**src/rtl/fn_to_rec_fn_arb_pkg.sv**
```systemverilog
// rtl/fn_to_rec_fn_arb_pkg.sv - shared widths, class struct and bit positions for the converter arbiter
package fn_to_rec_fn_arb_pkg;

    function automatic int rec_width(input int exp_w, input int sig_w);
        return exp_w + sig_w + 1;
    endfunction

    function automatic int id_width(input int num_req);
        return (num_req <= 2) ? 1 : $clog2(num_req);
    endfunction

    typedef struct packed {
        logic nan;
        logic inf;
        logic sub;
        logic zero;
    } fp_class_t;

    localparam int CLASS_NAN  = 3;
    localparam int CLASS_INF  = 2;
    localparam int CLASS_SUB  = 1;
    localparam int CLASS_ZERO = 0;

endpackage

```
**src/rtl/fNToRecFN.sv**
```systemverilog
// rtl/fNToRecFN.sv - IEEE binary to recoded float conversion (exponent widened by one bit)
module fNToRecFN #(
    parameter int expWidth = 8,
    parameter int sigWidth = 24
) (
    input  logic [expWidth+sigWidth-1:0] in,
    output logic [expWidth+sigWidth:0]   out
);
    localparam int FW = sigWidth - 1;
    localparam int DW = $clog2(sigWidth);
    localparam logic [expWidth:0] BIAS_NORM = (expWidth+1)'((1 << (expWidth - 1)) | 1);
    localparam logic [expWidth:0] BIAS_SUB  = (expWidth+1)'((1 << (expWidth - 1)) | 2);

    logic                sign;
    logic [expWidth-1:0] exp_in;
    logic [FW-1:0]       fract_in;
    logic [DW-1:0]       norm_dist;
    logic [FW-1:0]       subnorm_fract;
    logic [expWidth:0]   adj_base;
    logic [expWidth:0]   adj_exp;
    logic [expWidth:0]   exp_out;
    logic                zero_exp;
    logic                zero_fract;
    logic                is_zero;
    logic                is_special;

    assign {sign, exp_in, fract_in} = in;
    assign zero_exp   = (exp_in == '0);
    assign zero_fract = (fract_in == '0);

    // Highest set bit wins, giving the leading-zero count of the fraction.
    always_comb begin
        norm_dist = DW'(FW);
        for (int i = 0; i < FW; i++) begin
            if (fract_in[i]) norm_dist = DW'(FW - 1 - i);
        end
    end

    assign subnorm_fract = (fract_in << norm_dist) << 1;
    assign adj_base      = zero_exp ? ~{{(expWidth+1-DW){1'b0}}, norm_dist} : {1'b0, exp_in};
    assign adj_exp       = adj_base + (zero_exp ? BIAS_SUB : BIAS_NORM);
    assign is_zero       = zero_exp && zero_fract;
    assign is_special    = (adj_exp[expWidth -: 2] == 2'b11);

    // Zero keeps an all-zero exponent field so +0 encodes as literal zero.
    assign exp_out[expWidth -: 3] = is_special ? {2'b11, !zero_fract}
                                  : is_zero    ? 3'b000
                                  : adj_exp[expWidth -: 3];
    assign exp_out[expWidth-3:0]  = is_zero ? '0 : adj_exp[expWidth-3:0];

    assign out = {sign, exp_out, zero_exp ? subnorm_fract : fract_in};

endmodule

```
**src/rtl/fn_to_rec_fn_arbiter_rr_arbiter.sv**
```systemverilog
// rtl/fn_to_rec_fn_arbiter_rr_arbiter.sv - round-robin grant with a pointer that moves past each winner
module rr_arbiter
    import fn_to_rec_fn_arb_pkg::*;
#(
    parameter int NUM_REQ = 4
) (
    input  logic                            clk,
    input  logic                            reset,
    input  logic [NUM_REQ-1:0]              req,
    input  logic                            en,
    input  logic                            advance,
    output logic [NUM_REQ-1:0]              grant,
    output logic [id_width(NUM_REQ)-1:0]    grant_idx
);
    localparam int IW = id_width(NUM_REQ);

    logic [IW-1:0] rr_ptr;
    logic [IW:0]   sum;
    logic [IW-1:0] idx;
    logic          found;

    always_comb begin
        grant     = '0;
        grant_idx = '0;
        found     = 1'b0;
        sum       = '0;
        idx       = '0;
        for (int i = 0; i < NUM_REQ; i++) begin
            sum = {1'b0, rr_ptr} + (IW+1)'(i);
            if (sum >= (IW+1)'(NUM_REQ)) sum = sum - (IW+1)'(NUM_REQ);
            idx = sum[IW-1:0];
            if (en && !found && req[idx]) begin
                found      = 1'b1;
                grant[idx] = 1'b1;
                grant_idx  = idx;
            end
        end
    end

    always_ff @(posedge clk) begin
        if (!reset) begin
            rr_ptr <= '0;
        end else if (advance) begin
            rr_ptr <= (grant_idx == IW'(NUM_REQ - 1)) ? '0 : grant_idx + 1'b1;
        end
    end

endmodule

```
**src/rtl/fn_to_rec_fn_arbiter.sv**
```systemverilog
// rtl/fn_to_rec_fn_arbiter.sv - shares one fNToRecFN among requesters; FN_TO_REC_FN_ARB_CLASSIFY_EN adds resp_class
module fn_to_rec_fn_arbiter
    import fn_to_rec_fn_arb_pkg::*;
#(
    parameter int EXP_WIDTH = 8,
    parameter int SIG_WIDTH = 24,
    parameter int NUM_REQ   = 4
) (
    input  logic                                         clk,
    input  logic                                         reset,
    input  logic [NUM_REQ-1:0]                           req_valid,
    output logic [NUM_REQ-1:0]                           req_ready,
    input  logic [NUM_REQ*(EXP_WIDTH+SIG_WIDTH)-1:0]     req_data,
    output logic                                         resp_valid,
    input  logic                                         resp_ready,
    output logic [id_width(NUM_REQ)-1:0]                 resp_id,
    output logic [rec_width(EXP_WIDTH, SIG_WIDTH)-1:0]   resp_data
`ifdef FN_TO_REC_FN_ARB_CLASSIFY_EN
    ,
    output logic [3:0]                                   resp_class
`endif
);
    localparam int IN_W  = EXP_WIDTH + SIG_WIDTH;
    localparam int REC_W = rec_width(EXP_WIDTH, SIG_WIDTH);
    localparam int IW    = id_width(NUM_REQ);

    logic [NUM_REQ-1:0] grant;
    logic [IW-1:0]      grant_idx;
    logic [IN_W-1:0]    sel_data;
    logic               accept;
    logic               s1_valid;
    logic [IW-1:0]      s1_id;
    logic [IN_W-1:0]    s1_data;
    logic [REC_W-1:0]   s1_rec;
    logic               s2_load;
    logic               s1_free;

    assign s2_load = s1_valid && (!resp_valid || resp_ready);
    assign s1_free = !s1_valid || s2_load;

    // Gating the arbiter with reset keeps req_ready low while reset is held.
    rr_arbiter #(.NUM_REQ(NUM_REQ)) u_arb (
        .clk       (clk),
        .reset     (reset),
        .req       (req_valid),
        .en        (s1_free && reset),
        .advance   (accept),
        .grant     (grant),
        .grant_idx (grant_idx)
    );

    assign req_ready = grant;
    assign accept    = |grant;

    always_comb begin
        sel_data = '0;
        for (int i = 0; i < NUM_REQ; i++) begin
            if (grant[i]) sel_data = sel_data | req_data[i*IN_W +: IN_W];
        end
    end

    always_ff @(posedge clk) begin
        if (!reset) begin
            s1_valid <= 1'b0;
            s1_id    <= '0;
            s1_data  <= '0;
        end else if (accept) begin
            s1_valid <= 1'b1;
            s1_id    <= grant_idx;
            s1_data  <= sel_data;
        end else if (s2_load) begin
            s1_valid <= 1'b0;
        end
    end

    fNToRecFN #(.expWidth(EXP_WIDTH), .sigWidth(SIG_WIDTH)) u_conv (
        .in  (s1_data),
        .out (s1_rec)
    );

    always_ff @(posedge clk) begin
        if (!reset) begin
            resp_valid <= 1'b0;
            resp_id    <= '0;
            resp_data  <= '0;
        end else if (s2_load) begin
            resp_valid <= 1'b1;
            resp_id    <= s1_id;
            resp_data  <= s1_rec;
        end else if (resp_ready) begin
            resp_valid <= 1'b0;
        end
    end

`ifdef FN_TO_REC_FN_ARB_CLASSIFY_EN
    logic [EXP_WIDTH-1:0] s1_exp;
    logic [SIG_WIDTH-2:0] s1_fract;
    fp_class_t            s1_class;

    assign s1_exp   = s1_data[IN_W-2 -: EXP_WIDTH];
    assign s1_fract = s1_data[SIG_WIDTH-2:0];

    always_comb begin
        s1_class      = '0;
        s1_class.nan  = (s1_exp == '1) && (s1_fract != '0);
        s1_class.inf  = (s1_exp == '1) && (s1_fract == '0);
        s1_class.sub  = (s1_exp == '0) && (s1_fract != '0);
        s1_class.zero = (s1_exp == '0) && (s1_fract == '0);
    end

    always_ff @(posedge clk) begin
        if (!reset) begin
            resp_class <= '0;
        end else if (s2_load) begin
            resp_class <= s1_class;
        end
    end
`endif

endmodule

```
**config.mk**
```make
export PLATFORM = sky130hd
export DESIGN_NAME = fn_to_rec_fn_arbiter
export DESIGN_NICKNAME = d
export VERILOG_FILES = /design/src/rtl/fn_to_rec_fn_arb_pkg.sv /design/src/rtl/fNToRecFN.sv /design/src/rtl/fn_to_rec_fn_arbiter_rr_arbiter.sv /design/src/rtl/fn_to_rec_fn_arbiter.sv
export SDC_FILE = /design/constraint.sdc
export NUM_CORES = 1
export LEC_CHECK = 0
export ABC_CLOCK_PERIOD_IN_PS = 3500
export BUFFER_PORTS_ARGS = -buffer_cell sky130_fd_sc_hd__buf_4
export CAP_MARGIN = 20
export CORE_MARGIN = 1.5
export CORE_UTILIZATION = 50
export CTS_CLUSTER_SIZE = 24
export DETAILED_ROUTE_END_ITERATION = 16
export PLACE_DENSITY = 0.8
export SKIP_CTS_REPAIR_TIMING = 1
export SLEW_MARGIN = 20
export SYNTH_ARGS = -nofsm -noshare
export SYNTH_HDL_FRONTEND = slang
export SYNTH_SLANG_ARGS = --single-unit
```
**constraint.sdc**
```tcl
create_clock -name clk -period 3.5 [get_ports clk]
set_input_delay 0.35 -clock clk [delete_from_list [all_inputs] [get_ports clk]]
set_output_delay 0.35 -clock clk [all_outputs]
set_load 0.02 [all_outputs]
```
==> metrics, run 1 <==
CP required=3150 ps; placed cell area=7210 µm²; width of the die=109 µm; path depth of the worst reg2reg path=11; most frequent cells in the layout=buf_4 (220), nand2_1 (83), dfxtp_1 (72), a22oi_1 (67), nor2_1 (59); largest net degree at the start of global routing=55; layout cell share with drive strength beyond 1=30.1%; worst-margin pin slew=926 ps; Final Hold Viols=0; commonest non-fill, non-tap cell in the layout=buf_4; status=finished clean; Routability Congestion=1.03; peak supply drop=0.000521 V; Startpoint Class=flop; EDFF count, synth=0; die footprint=11900 µm²; Total GRT Usage=39.5%; worst-path cell chain=inv_1 > ha_2 > mux4_2 > a211oi_4 > a222oi_1 > o2bb2ai_2 > buf_8 > buf_4; post-route cell area=7550 µm²; area added between synthesis and finish=33.8%; PortBufs=174; Via density=6.89; Power Density=1110 nW/µm²; crit-path max FO=29; CTS tree=yes; global route overflow=0; worst hold start=req_data[109]; Max-slew headroom=38.2%; CTS clk-pin slew, worst paths=70 ps; worst hold path depth=3; row cnt=38; Die H=109 µm; final max-slew violation count=0; RR Endpoint=s1_id[1]; n_diodes=0; Synth area leader=dfxtp_1; Core Region=10900 µm²; Remaining DRCs=0; HPWL after DPL=17500 µm; RSZ-0062 raised after global routing=false; DRT Pass-1 Iters=8; Root Driver=clkbuf_16; initial core utilization=51.6%; crit path max-delay cell type=mux4_2; Boundary Pins=175; Skew-Pair Late Insertion Delay=330 ps; post-synth top area share=25.9%; top_reg_cell synth=dfxtp_1; DR iter-0 viols=1090; total CTS buffers=9; YS warnings=0; clock tree buffer depth=2; ranking of synthesized cells by area=dfxtp_1 (26%), a22oi_1 (8.9%), nand2_1 (5.5%); #FFs+latches synth=73; Synth Net Count=885; final core occ=69.0%; worst min path class=in2reg; CP arrival=3020 ps; first-pass GRT wire length=36100 µm; final setup violation count=0; syn_area_per_cell=7.61 µm²; synthesized cell area=5640 µm²; Crit Path Category=reg2out; Cell variety after synth=82; WHS Endpoint=s1_data[13]; FMAX=0.297 GHz; vias=7221; fin crit period=3370 ps; Nets=1047; Fillers=896; Gate Count Post-Synth=741; R2R Setup Slk=270 ps; WL final=23700 µm; initial antenna violation count=0; Clock Skews=8.54 ps; vias in the first global route=6597; H-tree levels=3; reg-to-reg startpoint=u_arb.rr_ptr[1]; Routed WL per cell=22.7 µm; FFs w/ async S/R, synth=0%; Final period util=96.2%; Sink Count=73; CP max stage delay=560 ps; Setup crit end kind=output pin; ANT nets after route=0; Lkg Pwr=0.00305 µW; Max Cap Violations=0; sequential area share after synthesis=25.9%
Yosys cell counts (all sizes together), types with 5 or more instances:
| cell | number |
|---|---|
| o211ai | 27 |
| mux2 | 5 |
| a21oi | 44 |
| or3 | 6 |
| nor4 | 9 |
| a22oi | 67 |
| o2bb2ai | 6 |
| nor3 | 13 |
| and3 | 5 |
| a211o | 5 |
| o22ai | 5 |
| nand2 | 83 |
| or4 | 6 |
| o31ai | 7 |
| nand3 | 19 |
| mux2i | 14 |
| ha | 9 |
| a221oi | 12 |
| dfxtp | 73 |
| o21ai | 37 |
| clkbuf | 47 |
| o211a | 5 |
| nand2b | 7 |
| a31oi | 38 |
| and2 | 6 |
| a211oi | 18 |
| nor2b | 5 |
| inv | 11 |
| buf | 26 |
| nor2 | 59 |
cell type report:
| class | count | area, µm² | share of cell area (%) |
|---|---|---|---|
| tap | 140 | 175 | 2.32 |
| clock buffer | 10 | 239 | 3.17 |
| sequential | 73 | 1460 | 19.4 |
| multi-input combinational | 583 | 3820 | 50.7 |
| timing repair buffer | 224 | 1730 | 22.9 |
| inverter | 12 | 45.0 | 0.597 |
| clock inverter | 6 | 75.1 | 0.995 |
worst max path at each step:
stage                         start  slack [ps]  cells after the start      endpoint
global route        u_arb.rr_ptr[1]           9                      8  req_ready[1]
floorplan                      flop         270                     11   s1_data[28]
detailed placement  u_arb.rr_ptr[1]         250                      8  req_ready[1]
CTS                 u_arb.rr_ptr[1]        -130                      8  req_ready[1]
finish              u_arb.rr_ptr[1]         130                      8  req_ready[1]
global placement    u_arb.rr_ptr[1]         400                      8  req_ready[1]
cell families after synthesis:
kind of cell	after synthesis	share of synthesized area, %
compound gates	322	41.5
mux	20	4.10
flops	73	25.9
simple gates	231	19.7
xor+xnor	1	0.155
buf+inv	85	6.63
fa+ha+maj	9	2.00
flip-flops by register name, indices dropped and copies added (netlist names), named ones only:
| signal | count |
|---|---|
| resp_data | 33 |
| s1_data | 32 |
| resp_id | 2 |
| s1_id | 2 |
| resp_valid | 1 |
| s1_valid | 1 |
| u_arb.rr_ptr | 1 |
per-stage QoR:
| stage | hold WS (ps) | setup WS (ps) | power [µW] | instances | setup TNS (ps) |
|---|---|---|---|---|---|
| floorplan | 432 | 266 | 5140 | 741 | 0 |
| global placement | 442 | 404 | 7060 | 1031 | 0 |
| detailed placement | 453 | 246 | 7120 | 1031 | 0 |
| CTS | 296 | -135 | 8130 | 1047 | -228 |
| global route | 311 | 9.02 | 8790 | 1048 | 0 |
| finish | 296 | 134 | 8380 | 1048 | 0 |
worst max-delay path, delay by kind of cell (launching register included):
kind | cells | cell delay, ps
AO/OA/AOI/OAI | 3 | 760
multiplexers | 1 | 560
buffers and inverters | 3 | 530
flip-flops | 1 | 420
adder cells (fa/ha/maj) | 1 | 400
power breakdown:
| part | switching (µW) | internal [µW] |
|---|---|---|
| clock | 410 | 583 |
| sequential | 349 | 1120 |
| combinational | 3690 | 2230 |
| total | 4450 | 3930 |
metal layers:
layer	GRT usage, %	vias to the layer above	part of all wire, %	wire length (µm)
li1	-	3201	-	-
met1	52.5	3385	39	9340
met2	62.8	537	45	10700
met3	6.69	98	11	2620
met4	16.9	0	4.4	1040
met5	0	-	0	0
Power figures use the tool's default switching activity.
==> inputs of run 2 (changes only) <==
--- a/config.mk
+++ b/config.mk
@@ -8,13 +8,12 @@
 export ABC_CLOCK_PERIOD_IN_PS = 3500
 export BUFFER_PORTS_ARGS = -buffer_cell sky130_fd_sc_hd__buf_4
 export CAP_MARGIN = 20
-export CORE_MARGIN = 1.5
 export CORE_UTILIZATION = 50
 export CTS_CLUSTER_SIZE = 24
 export DETAILED_ROUTE_END_ITERATION = 16
+export HOLD_SLACK_MARGIN = 0.03
 export PLACE_DENSITY = 0.8
 export SKIP_CTS_REPAIR_TIMING = 1
-export SLEW_MARGIN = 20
 export SYNTH_ARGS = -nofsm -noshare
 export SYNTH_HDL_FRONTEND = slang
 export SYNTH_SLANG_ARGS = --single-unit
==> metrics, run 2 (synthesized netlist as in run 1, its figures left out) <==
Routability Congestion=1.04 (was 1.03); final max-slew violation count=0 (unchanged); Routed WL per cell=22.1 µm (was 22.7 µm); Die H=108 µm (was 109 µm); commonest non-fill, non-tap cell in the layout=buf_4 (unchanged); status=finished clean (unchanged); Total GRT Usage=39.8% (was 39.5%); final core occ=68.5% (was 69.0%); HPWL after DPL=17000 µm (was 17500 µm); Skew-Pair Late Insertion Delay=340 ps (was 330 ps); Crit Path Category=reg2out (unchanged); FMAX=0.295 GHz (was 0.297 GHz); Final Hold Viols=0 (unchanged); vias=7112 (was 7221); PnR worst setup slack=107 ps (was 134 ps); Clock Skews=5.85 ps (was 8.54 ps); Max Cap Violations=0 (unchanged); layout cell share with drive strength beyond 1=29.9% (was 30.1%); worst-margin pin slew=973 ps (was 926 ps); area added between synthesis and finish=32.8% (was 33.8%); Startpoint Class=flop (unchanged); Remaining DRCs=0 (unchanged); largest registers=resp_data x33, s1_data x32 (unchanged); Nets=1045 (was 1047); fin crit period=3390 ps (was 3370 ps); worst min path class=in2reg (unchanged); die footprint=11700 µm² (was 11900 µm²); largest net degree at the start of global routing=55 (unchanged); crit-path max FO=33 (was 29); initial core utilization=51.6% (unchanged); clock tree buffer depth=2 (unchanged); DRT Pass-1 Iters=7 (was 8); WL final=23100 µm (was 23700 µm); global route overflow=0 (unchanged); peak supply drop=0.000489 V (was 0.000521 V); pre-CTS setup slack=195 ps (was 246 ps); Root Driver=clkbuf_16 (unchanged); Setup crit end kind=output pin (unchanged); Power Density=1090 nW/µm² (was 1110 nW/µm²); RSZ-0062 raised after global routing=false (unchanged); PortBufs=174 (unchanged); Sink Count=73 (unchanged); row cnt=38 (unchanged); CTS clk-pin slew, worst paths=60 ps (was 70 ps); worst-path cell chain=inv_1 > ha_2 > mux4_2 > a211oi_4 > a222oi_1 > o2bb2ai_2 > buf_12 > buf_4 (was inv_1 > ha_2 > mux4_2 > a211oi_4 > a222oi_1 > o2bb2ai_2 > buf_8 > buf_4); Max-slew headroom=35.1% (was 38.2%); Min Hold Slack=283 ps (was 296 ps); crit path max-delay cell type=mux4_2 (unchanged); final setup violation count=0 (unchanged); Core Region=10900 µm² (unchanged); n_diodes=0 (unchanged); Lkg Pwr=0.00303 µW (was 0.00305 µW); H-tree levels=3 (unchanged); CP required=3150 ps (about the same); vias in the first global route=6795 (was 6597); CP arrival=3040 ps (was 3020 ps); most frequent cells in the layout=buf_4 (220), nand2_1 (83), dfxtp_1 (72), a22oi_1 (67), nor2_1 (59) (unchanged); Largest Register=resp_data (unchanged); Boundary Pins=175 (unchanged); initial antenna violation count=0 (unchanged); CP max stage delay=570 ps (was 560 ps); total CTS buffers=9 (unchanged); CTS tree=yes (unchanged); ANT nets after route=0 (unchanged); Via density=6.80 (was 6.89); Final period util=97.0% (was 96.2%); width of the die=108 µm (was 109 µm); DR iter-0 viols=919 (was 1090); first-pass GRT wire length=35600 µm (was 36100 µm); number of flip-flops under the largest register name=33 (unchanged)
==> run 2: cell types whose count changed in the layout (fill, tap and decap cells not counted) <==
cell	before	now
buf_8	1	0
inv_8	1	0
clkinv_4	2	1
clkinv_2	0	3
clkbuf_8	1	0
buf_12	3	2
==> run 2: through the flow <==
stage	instances	TNS, ps	total power (µW)	cell area, µm²
2_1_floorplan	741	0	5140	5640
3_3_place_gp	1028	0	6940	7170
3_5_place_dp	1028	0	7000	7170
4_1_cts	1044	-210	7960	7470
5_1_grt	1046	0	8610	7490
6_report	1046	0	8180	7490
==> run 2: final cells by class <==
class	count	area, µm²
Clock inverter	7	70.1
Clock buffer	9	225
Timing Repair Buffer	222	1690
Inverter	12	45.0
Multi-Input combinational cell	583	3820
Fill cell	895	3440
Tap cell	140	175
Sequential cell	73	1460
==> run 2: path summary, 6_finish.rpt <==
kind	start	endpoint	slack, ps	depth (start not counted)
worst max-delay path	flop	req_ready[1]	110	8
worst min-delay path	req_data[111]	s1_data[15]	280	3
worst max register to register	flop	s1_data[4]	170	11
worst min register to register	resp_data[0]	resp_data[0]	460	2
==> run 2: metal layers <==
metal | global-route usage [%] | routed length [µm] | vias up
li1 | - | - | 3196
met1 | 49.0 | 8730 | 3247
met2 | 65.0 | 10700 | 545
met3 | 8.08 | 2500 | 124
met4 | 21.3 | 1190 | 0
met5 | 0 | 0 | -
==> run 2: power by group <==
group	leakage [µW]	switching, µW	internal (µW)	total (µW)
combinational	0.00229	3570	2190	5760
clock	0.000146	381	552	932
sequential	0.000600	361	1130	1490
==> run 2: worst max-delay path: cells and delay by family, from the launching register on <==
family	cells	cell delay, ps
AO/OA/AOI/OAI	3	770
flip-flops	1	340
multiplexers	1	570
adder cells (fa/ha/maj)	1	450
buffers and inverters	3	560
